File: src/rtl/tempsense_sar_ctrl_if.sv
// Signal bundle between the temperature-sensor conversion controller and its
// environment (requester side plus the VDAC / delay-cell analog front end).
interface tempsense_sar_ctrl_if #(
    parameter int unsigned N_DAC = 7
);
    logic             start;
    logic             mode;
    logic             tempdelay;
    logic [N_DAC-1:0] dac_data;
    logic             dac_en;
    logic             precharge_n;
    logic             busy;
    logic [N_DAC-1:0] result;
    logic             result_valid;
    logic             nohit;

    modport master (
        output start, mode, tempdelay,
        input  dac_data, dac_en, precharge_n, busy, result, result_valid, nohit
    );

    modport slave (
        input  start, mode, tempdelay,
        output dac_data, dac_en, precharge_n, busy, result, result_valid, nohit
    );
endinterface

File: src/rtl/tempsense_sar_ctrl.sv
// Delay-cell temperature sensor controller: drives the VDAC through precharge /
// transition / measure trials, using a linear down-sweep or SAR search, with optional averaging.
module tempsense_sar_ctrl #(
    parameter int unsigned N_DAC = 7,
    parameter int unsigned N_AVG = 0
) (
    input  logic                 clk,
    input  logic                 reset,
    tempsense_sar_ctrl_if.slave  bus
);
    localparam int unsigned ACC_W     = N_DAC + N_AVG;
    localparam int unsigned CNT_W     = (N_AVG > 0) ? N_AVG : 1;
    localparam int unsigned MEAS_LAST = (1 << N_AVG) - 1;
    localparam logic [N_DAC-1:0] ONES = {N_DAC{1'b1}};
    localparam logic [N_DAC-1:0] MSB  = {1'b1, {(N_DAC-1){1'b0}}};

    typedef enum logic [2:0] {
        S_IDLE,
        S_PRECHARGE,
        S_TRANSITION,
        S_MEASURE,
        S_EVALUATE,
        S_DONE
    } state_t;

    state_t           state;
    logic             mode_q;
    logic [N_DAC-1:0] sweep_code;
    logic [N_DAC-1:0] sar_kept;
    logic [N_DAC-1:0] sar_bit;
    logic [ACC_W-1:0] acc;
    logic [CNT_W-1:0] cnt;
    logic             any_hit;

    logic [N_DAC-1:0] trial_code;
    logic [N_DAC-1:0] sar_kept_nx;
    logic [N_DAC-1:0] meas_value;
    logic             meas_done;
    logic             meas_hit;
    logic [ACC_W-1:0] acc_sum;

    // Trial code and end-of-measurement decode; tempdelay only matters in EVALUATE.
    always_comb begin
        sar_kept_nx = bus.tempdelay ? (sar_kept | sar_bit) : sar_kept;
        trial_code  = mode_q ? (sar_kept | sar_bit) : sweep_code;
        if (mode_q) begin
            meas_done  = sar_bit[0];
            meas_value = sar_kept_nx;
            meas_hit   = |sar_kept_nx;
        end else begin
            meas_done  = bus.tempdelay || (sweep_code == '0);
            meas_value = bus.tempdelay ? sweep_code : '0;
            meas_hit   = bus.tempdelay;
        end
        acc_sum = acc + ACC_W'(meas_value);
    end

    always_ff @(posedge clk) begin
        if (reset) begin
            state            <= S_IDLE;
            mode_q           <= 1'b0;
            sweep_code       <= ONES;
            sar_kept         <= '0;
            sar_bit          <= MSB;
            acc              <= '0;
            cnt              <= '0;
            any_hit          <= 1'b0;
            bus.dac_data     <= ONES;
            bus.dac_en       <= 1'b0;
            bus.precharge_n  <= 1'b0;
            bus.busy         <= 1'b0;
            bus.result       <= '0;
            bus.result_valid <= 1'b0;
            bus.nohit        <= 1'b0;
        end else begin
            bus.result_valid <= 1'b0;
            case (state)
                S_IDLE: begin
                    if (bus.start) begin
                        mode_q     <= bus.mode;
                        sweep_code <= ONES;
                        sar_kept   <= '0;
                        sar_bit    <= MSB;
                        acc        <= '0;
                        cnt        <= '0;
                        any_hit    <= 1'b0;
                        bus.dac_en <= 1'b1;
                        bus.busy   <= 1'b1;
                        state      <= S_PRECHARGE;
                    end
                end
                S_PRECHARGE: begin
                    bus.dac_data    <= '0;
                    bus.precharge_n <= 1'b1;
                    state           <= S_TRANSITION;
                end
                S_TRANSITION: begin
                    bus.dac_data <= trial_code;
                    state        <= S_MEASURE;
                end
                S_MEASURE: begin
                    state <= S_EVALUATE;
                end
                S_EVALUATE: begin
                    bus.dac_data    <= ONES;
                    bus.precharge_n <= 1'b0;
                    if (!meas_done) begin
                        // Advance the search within the current measurement.
                        if (mode_q) begin
                            sar_kept <= sar_kept_nx;
                            sar_bit  <= sar_bit >> 1;
                        end else begin
                            sweep_code <= sweep_code - N_DAC'(1);
                        end
                        state <= S_PRECHARGE;
                    end else begin
                        acc        <= acc_sum;
                        any_hit    <= any_hit | meas_hit;
                        sweep_code <= ONES;
                        sar_kept   <= '0;
                        sar_bit    <= MSB;
                        if (cnt == CNT_W'(MEAS_LAST)) begin
                            bus.dac_en       <= 1'b0;
                            bus.result       <= N_DAC'(acc_sum >> N_AVG);
                            bus.result_valid <= 1'b1;
                            bus.nohit        <= ~(any_hit | meas_hit);
                            state            <= S_DONE;
                        end else begin
                            cnt   <= cnt + CNT_W'(1);
                            state <= S_PRECHARGE;
                        end
                    end
                end
                S_DONE: begin
                    bus.busy <= 1'b0;
                    state    <= S_IDLE;
                end
                default: begin
                    state <= S_IDLE;
                end
            endcase
        end
    end
endmodule

File: src/flat_wrapper.sv
// flat-port wrapper written by rule: the top's interface ports become plain ports
module tempsense_sar_ctrl_flat 
#(
    parameter int unsigned N_DAC = 7,
    parameter int unsigned N_AVG = 0
)
  (clk, reset, bus_start, bus_mode, bus_tempdelay, bus_dac_data, bus_dac_en, bus_precharge_n, bus_busy, bus_result, bus_result_valid, bus_nohit);
  tempsense_sar_ctrl_if #(.N_DAC(N_DAC)) bus_i ();
  input  logic clk;
  input  logic reset;
  input wire logic [$bits(bus_i.start)-1:0] bus_start;
  input wire logic [$bits(bus_i.mode)-1:0] bus_mode;
  input wire logic [$bits(bus_i.tempdelay)-1:0] bus_tempdelay;
  output wire logic [$bits(bus_i.dac_data)-1:0] bus_dac_data;
  output wire logic [$bits(bus_i.dac_en)-1:0] bus_dac_en;
  output wire logic [$bits(bus_i.precharge_n)-1:0] bus_precharge_n;
  output wire logic [$bits(bus_i.busy)-1:0] bus_busy;
  output wire logic [$bits(bus_i.result)-1:0] bus_result;
  output wire logic [$bits(bus_i.result_valid)-1:0] bus_result_valid;
  output wire logic [$bits(bus_i.nohit)-1:0] bus_nohit;
  assign bus_i.start = bus_start;
  assign bus_i.mode = bus_mode;
  assign bus_i.tempdelay = bus_tempdelay;
  assign bus_dac_data = bus_i.dac_data;
  assign bus_dac_en = bus_i.dac_en;
  assign bus_precharge_n = bus_i.precharge_n;
  assign bus_busy = bus_i.busy;
  assign bus_result = bus_i.result;
  assign bus_result_valid = bus_i.result_valid;
  assign bus_nohit = bus_i.nohit;
  tempsense_sar_ctrl #(.N_DAC(N_DAC), .N_AVG(N_AVG)) u_core (.clk(clk), .reset(reset), .bus(bus_i));
endmodule
File: config.mk
export PLATFORM = sky130hd
export DESIGN_NAME = tempsense_sar_ctrl_flat
export DESIGN_NICKNAME = d
export VERILOG_FILES = /design/src/rtl/tempsense_sar_ctrl_if.sv /design/src/rtl/tempsense_sar_ctrl.sv /design/src/flat_wrapper.sv
export SDC_FILE = /design/constraint.sdc
export NUM_CORES = 1
export LEC_CHECK = 0
export CORE_ASPECT_RATIO = 1.2
export CORE_MARGIN = 3
export CORE_UTILIZATION = 35
export CTS_BUF_LIST = sky130_fd_sc_hd__clkbuf_8
export CTS_CLUSTER_SIZE = 12
export DETAILED_ROUTE_END_ITERATION = 7
export MAX_ROUTING_LAYER = met4
export PLACE_DENSITY = 0.51
export SLEW_MARGIN = 20
export SYNTH_ARGS = -nofsm -noshare
export SYNTH_HDL_FRONTEND = slang
export SYNTH_SLANG_ARGS = --single-unit
File: constraint.sdc
create_clock -name clk -period 5.27 [get_ports clk]
set_clock_uncertainty 0.2 [all_clocks]
set_input_delay 1.054 -clock clk [delete_from_list [all_inputs] [get_ports clk]]
set_output_delay 1.054 -clock clk [all_outputs]
set_load 0.005 [all_outputs]
# [Word-level counts from Yosys, hierarchy flattened]
# Index checks and enable logic that the tools add are counted.
[totals] register_bits=53 input_bits=5 output_inout_bits=19 word_cells=88
[classes] addsub=3 eq_ne=10 n_mux=38 n_bitwise=6 reduce_logical=16
[op_table] operator="7-bit two-way mux" count=14
[op_table] operator="7-bit case mux with 2 select lines" count=4
[op_table] operator="7-bit case mux with 3 select lines" count=1
[op_table] operator="3-bit case mux with 5 select lines" count=1
[op_table] operator="3-bit AND reduction" count=4
[op_table] operator="1-bit two-way mux" count=10
[op_table] operator="1-bit case mux with 2 select lines" count=5
[op_table] operator="3-bit two-way mux" count=3
[op_table] operator="7-bit adder" count=1
[op_table] operator="7-bit logical NOT" count=1
[op_table] operator="7-bit bitwise OR" count=1
[op_table] operator="7-bit OR reduction" count=1
[op_table] operator="7-bit by 1-bit subtractor with 7-bit output (second input constant)" count=1
[op_table] operator="3-bit by 2-bit == test with 1-bit output (second input constant)" count=2
[op_table] operator="3-bit == test (second input constant)" count=2
[op_table] operator="2-bit nonzero test" count=3
[op_table] operator="2-bit != test (second input constant)" count=2
[op_table] operator="1-bit NOT" count=4
[op_table] operator="2-bit AND reduction" count=2
[op_table] operator="4-bit AND reduction" count=1
[op_table] operator="3-bit by 1-bit == test with 1-bit output (second input constant)" count=1
[op_table] operator="3-bit logical NOT" count=1
[op_table] operator="3-bit by 1-bit != test with 1-bit output (second input constant)" count=1
[op_table] operator="3-bit != test (second input constant)" count=1
[op_table] operator="6 further kinds" count=6

# [Logic depth before layout (Yosys ltp)]
[depth] depth_word=7 depth_mapped=11 ltp_nobuf=10

# [Worst setup path before layout]
# Ideal clock, no wire load.
[synth_timing] path_type="in2reg" start="input bus_tempdelay" end="register u_core.bus.result[5]" setup_ns=0.065 t_arrival_ns=2.858 required_ns=5.005 path_slack_ns=2.147 path_stages=9 path_buffers=1 path_cell_list="clkbuf_1 > a21oi_1 > o21ai_0 > ha_1 > a211oi_1 > or4b_2 > o2111ai_1 > mux2i_1 > nor2_1"
[synth_between] elab_chain_cells=3 word_cells_on_any_way=7 cone_classes="1 x add/sub; 4 x mux; 2 x reduce/logical"
[synth_lines] item="from (decl)" line_no="flat_wrapper.sv:13" source="input wire logic [$bits(bus_i.tempdelay)-1:0] bus_tempdelay;"
[synth_lines] item="7-bit two-way mux, or another cell as far along" line_no="tempsense_sar_ctrl.sv:52" source="meas_value = bus.tempdelay ? sweep_code : '0;"
[synth_lines] item="7-bit two-way mux / 1-bit two-way mux (equally long branches)" line_no="tempsense_sar_ctrl.sv:46" source="if (mode_q) begin"
[synth_lines] item="7-bit adder / 3-bit AND reduction (equally long branches)"
[synth_lines] item="to (signal assigned)" line_no="tempsense_sar_ctrl.sv:124" source="bus.result <= N_DAC'(acc_sum >> N_AVG);"
[synth_lines] item="to (decl)" line_no="tempsense_sar_ctrl_if.sv:24" source="output dac_data, dac_en, precharge_n, busy, result, result_valid, nohit"
# Several ways; a longest one is shown, not always the timed one.
# A chain may end at the register's enable or synchronous reset.

# [Worst setup path after layout]
[layout_timing] start="input bus_tempdelay" end="register u_core.bus.result[6]"
# Same word-level chain as after synthesis.

==> run_results.csv <==
group,metric,value,unit
outcome,outcome,"finished, final reports clean",
setup_path,crit_chain,"clkdlybuf4s50_1 > a21oi_1 > o21ai_0 > ha_1 > fa_1 > a211oi_1 > o21bai_1 > a21oi_1 > xnor2_1 > o22ai_1",
sta,finalHoldViolations,0,
floorplan,rows,33,
setup_path,reg2reg_to,"u_core.bus.result[6]$_SDFFE_PP0N_",
global_routing,first_global_vias,2035,
cts,cts_sinks,52,
drt,vias,2193,
setup_path,startpoint,"bus_tempdelay",
power,seq_power_share,53.6,%
sta,clock.fmax,266,MHz
global_routing,grt_use_met1,20.7,%
placed_design,hpwl,4400,um
power,powerDensity,271,nW/um^2
setup_path,ff2ff_path_depth,11,
global_routing,antenna_found_initial,0,
power,leakagePower,1.13,nW
placed_design,place_ws,1.20,ns
setup_path,crit_arrival,3.76,ns
cells_and_area,final_common_cell,"dfxtp_1",
cts,clk_pin_slew,0.10,ns
logic_synthesis,syn_inst,302,
min_path,min_path_type,"flop to flop",
sta,final_max_slew_viol_count,0,
setup_path,worstPathRequired,5.27,ns
floorplan,die_w,83.7,um
logic_synthesis,netlist_area,2530,sq um
setup_path,crit_path_max_fanout,23,
sta,min_period_over_period,71.4,%
logic_synthesis,synthDistinctLibCells,44,
logic_synthesis,ys_seq_elements,52,
global_routing,met3_usage,2.65,%
cts,cts_hold_buf,0,
floorplan,num_io_pins,24,
cts,tritoncts,"done",
global_routing,grt_util_met2,25.2,%
placed_design,gp_congestion,0.803,
cts,worstSkewPairLatency,0.31,ns
logic_synthesis,synth_edf_count,0,
setup_path,cpPeakStageDelay,0.80,ns
placed_design,post-place-cells,397,
sta,relSlewSlack,41.2,%
global_routing,overflow,0,
global_routing,grt_max_degree,26,
setup_path,r2r_start,"u_core.mode_q$_SDFFE_PP0P_",
setup_path,critPathLaunchType,"primary input",
setup_path,cp_top_family,"compound AO/OA/AOI/OAI gates",
power,total_power,789,uW
cts,post_cts_resized,0,
power,p_switching,222,uW
cells_and_area,fin_cells,405,
cts,cts-root-buf,"clkbuf_8",
global_routing,grt_util_all_layers,15.8,%
sta,fin_tns_setup,0,ns
cells_and_area,final_cell_mix,"52 x dfxtp_1, 36 x nor2_1, 28 x a21oi_1, 26 x nand2_1, 25 x o21ai_0",
sta,finalCriticalPeriod,3.76,ns
sta,rsz0062_at_grt,"false",
cells_and_area,antenna_cells,0,
floorplan,core_area,6940,sq um
logic_synthesis,async_flop_share,0,%
job,max_cap_viol_count,0,
logic_synthesis,yosysWarnings,0,
min_path,hp-start,"u_core.acc[6]$_SDFFE_PP0P_",
power,ir_worst_vdd,0.107,mV
drt,drtIter0Drc,182,
cells_and_area,fin_util,42.0,%
power,p_int,568,uW
drt,avgRoutedWirePerCell,15.4,um
logic_synthesis,ys_seq_area_share,41.1,%
power,swShare,28.1,%
global_routing,grt_most_used_layer,"met2",
sta,tightest_slew,0.875,ns
power,clock_power_share,30.8,%
cells_and_area,final_layout_size_suffix_gt1_share,5.03,%
setup_path,cp_slowest_cell,"clkdlybuf4s50_1",
sta,setup_viol,0,
placed_design,portBuffers,23,
drt,totalWireLength,6220,um
setup_path,r2r_slack,2.41,ns
drt,drtPass1Iterations,5,
global_routing,grt_first_pass_wirelength,10400,um
drt,ant_nets,0,
setup_path,worstSetupPathType,"primary input to flop",
cts,cts_setup_buffers,0,
cells_and_area,area_growth,15.0,%
power,power_frac_comb,15.6,%
floorplan,die_height,99.2,um
sta,setup_ws,1.51,ns
drt,drc,0,
logic_synthesis,avgSynthCellArea,8.39,sq um
setup_path,crit_path_end,"u_core.bus.result[6]$_SDFFE_PP0N_",
logic_synthesis,synthFlopType,"dfxtp_1",
setup_path,setup.worst_path.end_class,"flop",
logic_synthesis,synth_nets,316,
setup_path,worst_path_most_repeated_cell,"a21oi_1",
setup_path,crit_cells,10,
cts,cts.htree.levels,2,
setup_path,worst-path-buf-inv,1,
floorplan,start_util,36.5,%
cts,numCtsBuffers,5,
floorplan,die_area,8300,sq um
drt,vias_per_cell,5.41,
cells_and_area,nNetsFinal,331,
cts,clockBufferDepth,2,
per-layer routing:
layer	vias to the layer above	part of all wire (%)	routed length, um
met1	1027	49	3050
met2	34	47	2920
met3	6	2.8	174
met4	0	1.2	74
li1	1126	-	-
met5	-	0	0
flip-flops by register name, summed over array words and instances (netlist names):
| register | count |
|---|---|
| u_core.any_hit | 1 |
| u_core.bus.dac_en | 1 |
| u_core.bus.result | 7 |
| u_core.sar_bit | 7 |
| u_core.acc | 7 |
| u_core.mode_q | 1 |
| u_core.sar_kept | 7 |
| u_core.bus.dac_data | 7 |
| u_core.sweep_code | 7 |
| u_core.bus.result_valid | 1 |
| u_core.bus.nohit | 1 |
| u_core.state | 3 |
| u_core.bus.busy | 1 |
| u_core.bus.precharge_n | 1 |
area by class of cell:
| class | count | area [sq um] |
|---|---|---|
| multi-input combinational | 224 | 1380 |
| fill | 723 | 4020 |
| tap | 87 | 109 |
| clock inverter | 2 | 11.3 |
| timing repair buffer | 27 | 260 |
| clock buffer | 6 | 82.6 |
| inverter | 7 | 26.3 |
| sequential | 52 | 1040 |
power groups by stage:
stage	combinational (mW)	sequential, mW	clock (mW)
after floorplan	0.0848	0.427	0
after global placement	0.124	0.432	0
after detailed placement	0.125	0.432	0
after CTS	0.125	0.423	0.250
after global routing	0.140	0.426	0.267
final	0.123	0.423	0.243
synthesized netlist by cell type (2+ instances only):
cell type	count	area (sq um)
a21oi_1	28	140
nand2_1	26	97.6
nand3_1	6	30.0
nor3_1	6	30.0
o2bb2ai_1	2	17.5
a32o_1	5	50.1
nor2_1	36	135
or4_1	3	22.5
xnor2_1	6	52.6
a211oi_1	5	37.5
a22o_1	11	96.3
o21ai_0	25	125
clkbuf_1	15	56.3
xor2_1	3	26.3
or2_2	2	12.5
ha_1	8	100
nand3b_1	3	22.5
o22ai_1	8	50.1
nand2b_1	6	37.5
nor4_1	3	18.8
dfxtp_1	52	1040
inv_1	7	26.3
a21o_1	9	67.6
mux2i_1	6	60.1
buf_6	2	22.5
metrics by stage:
step / area, sq um / hold WS, ns
global route: 2910 / 0.302
CTS: 2910 / 0.297
global placement: 2820 / 0.275
floorplan: 2530 / 0.239
finish: 2910 / 0.290
detailed placement: 2820 / 0.279
logic make-up (layout without fill, tap and decap cells):
family | count (synthesis) | in the layout | synth area share (%)
buf+inv | 26 | 42 | 4.50
simple gates | 98 | 98 | 18.3
mux | 6 | 6 | 2.37
flops | 52 | 52 | 41.1
fa+ha+maj | 9 | 9 | 4.74
xor+xnor | 9 | 9 | 3.11
compound gates | 102 | 102 | 25.8
worst min path at each step:
stage | endpoint | slack, ns | cells after the start
after floorplan | u_core.acc[2]$_SDFFE_PP0P_ | 0.24 | 1
after global placement | u_core.acc[6]$_SDFFE_PP0P_ | 0.27 | 1
after detailed placement | u_core.acc[6]$_SDFFE_PP0P_ | 0.28 | 1
after CTS | u_core.acc[6]$_SDFFE_PP0P_ | 0.30 | 1
after global routing | u_core.acc[6]$_SDFFE_PP0P_ | 0.30 | 1
final | u_core.acc[6]$_SDFFE_PP0P_ | 0.29 | 1
No activity file was read; power rests on OpenSTA's default activity.
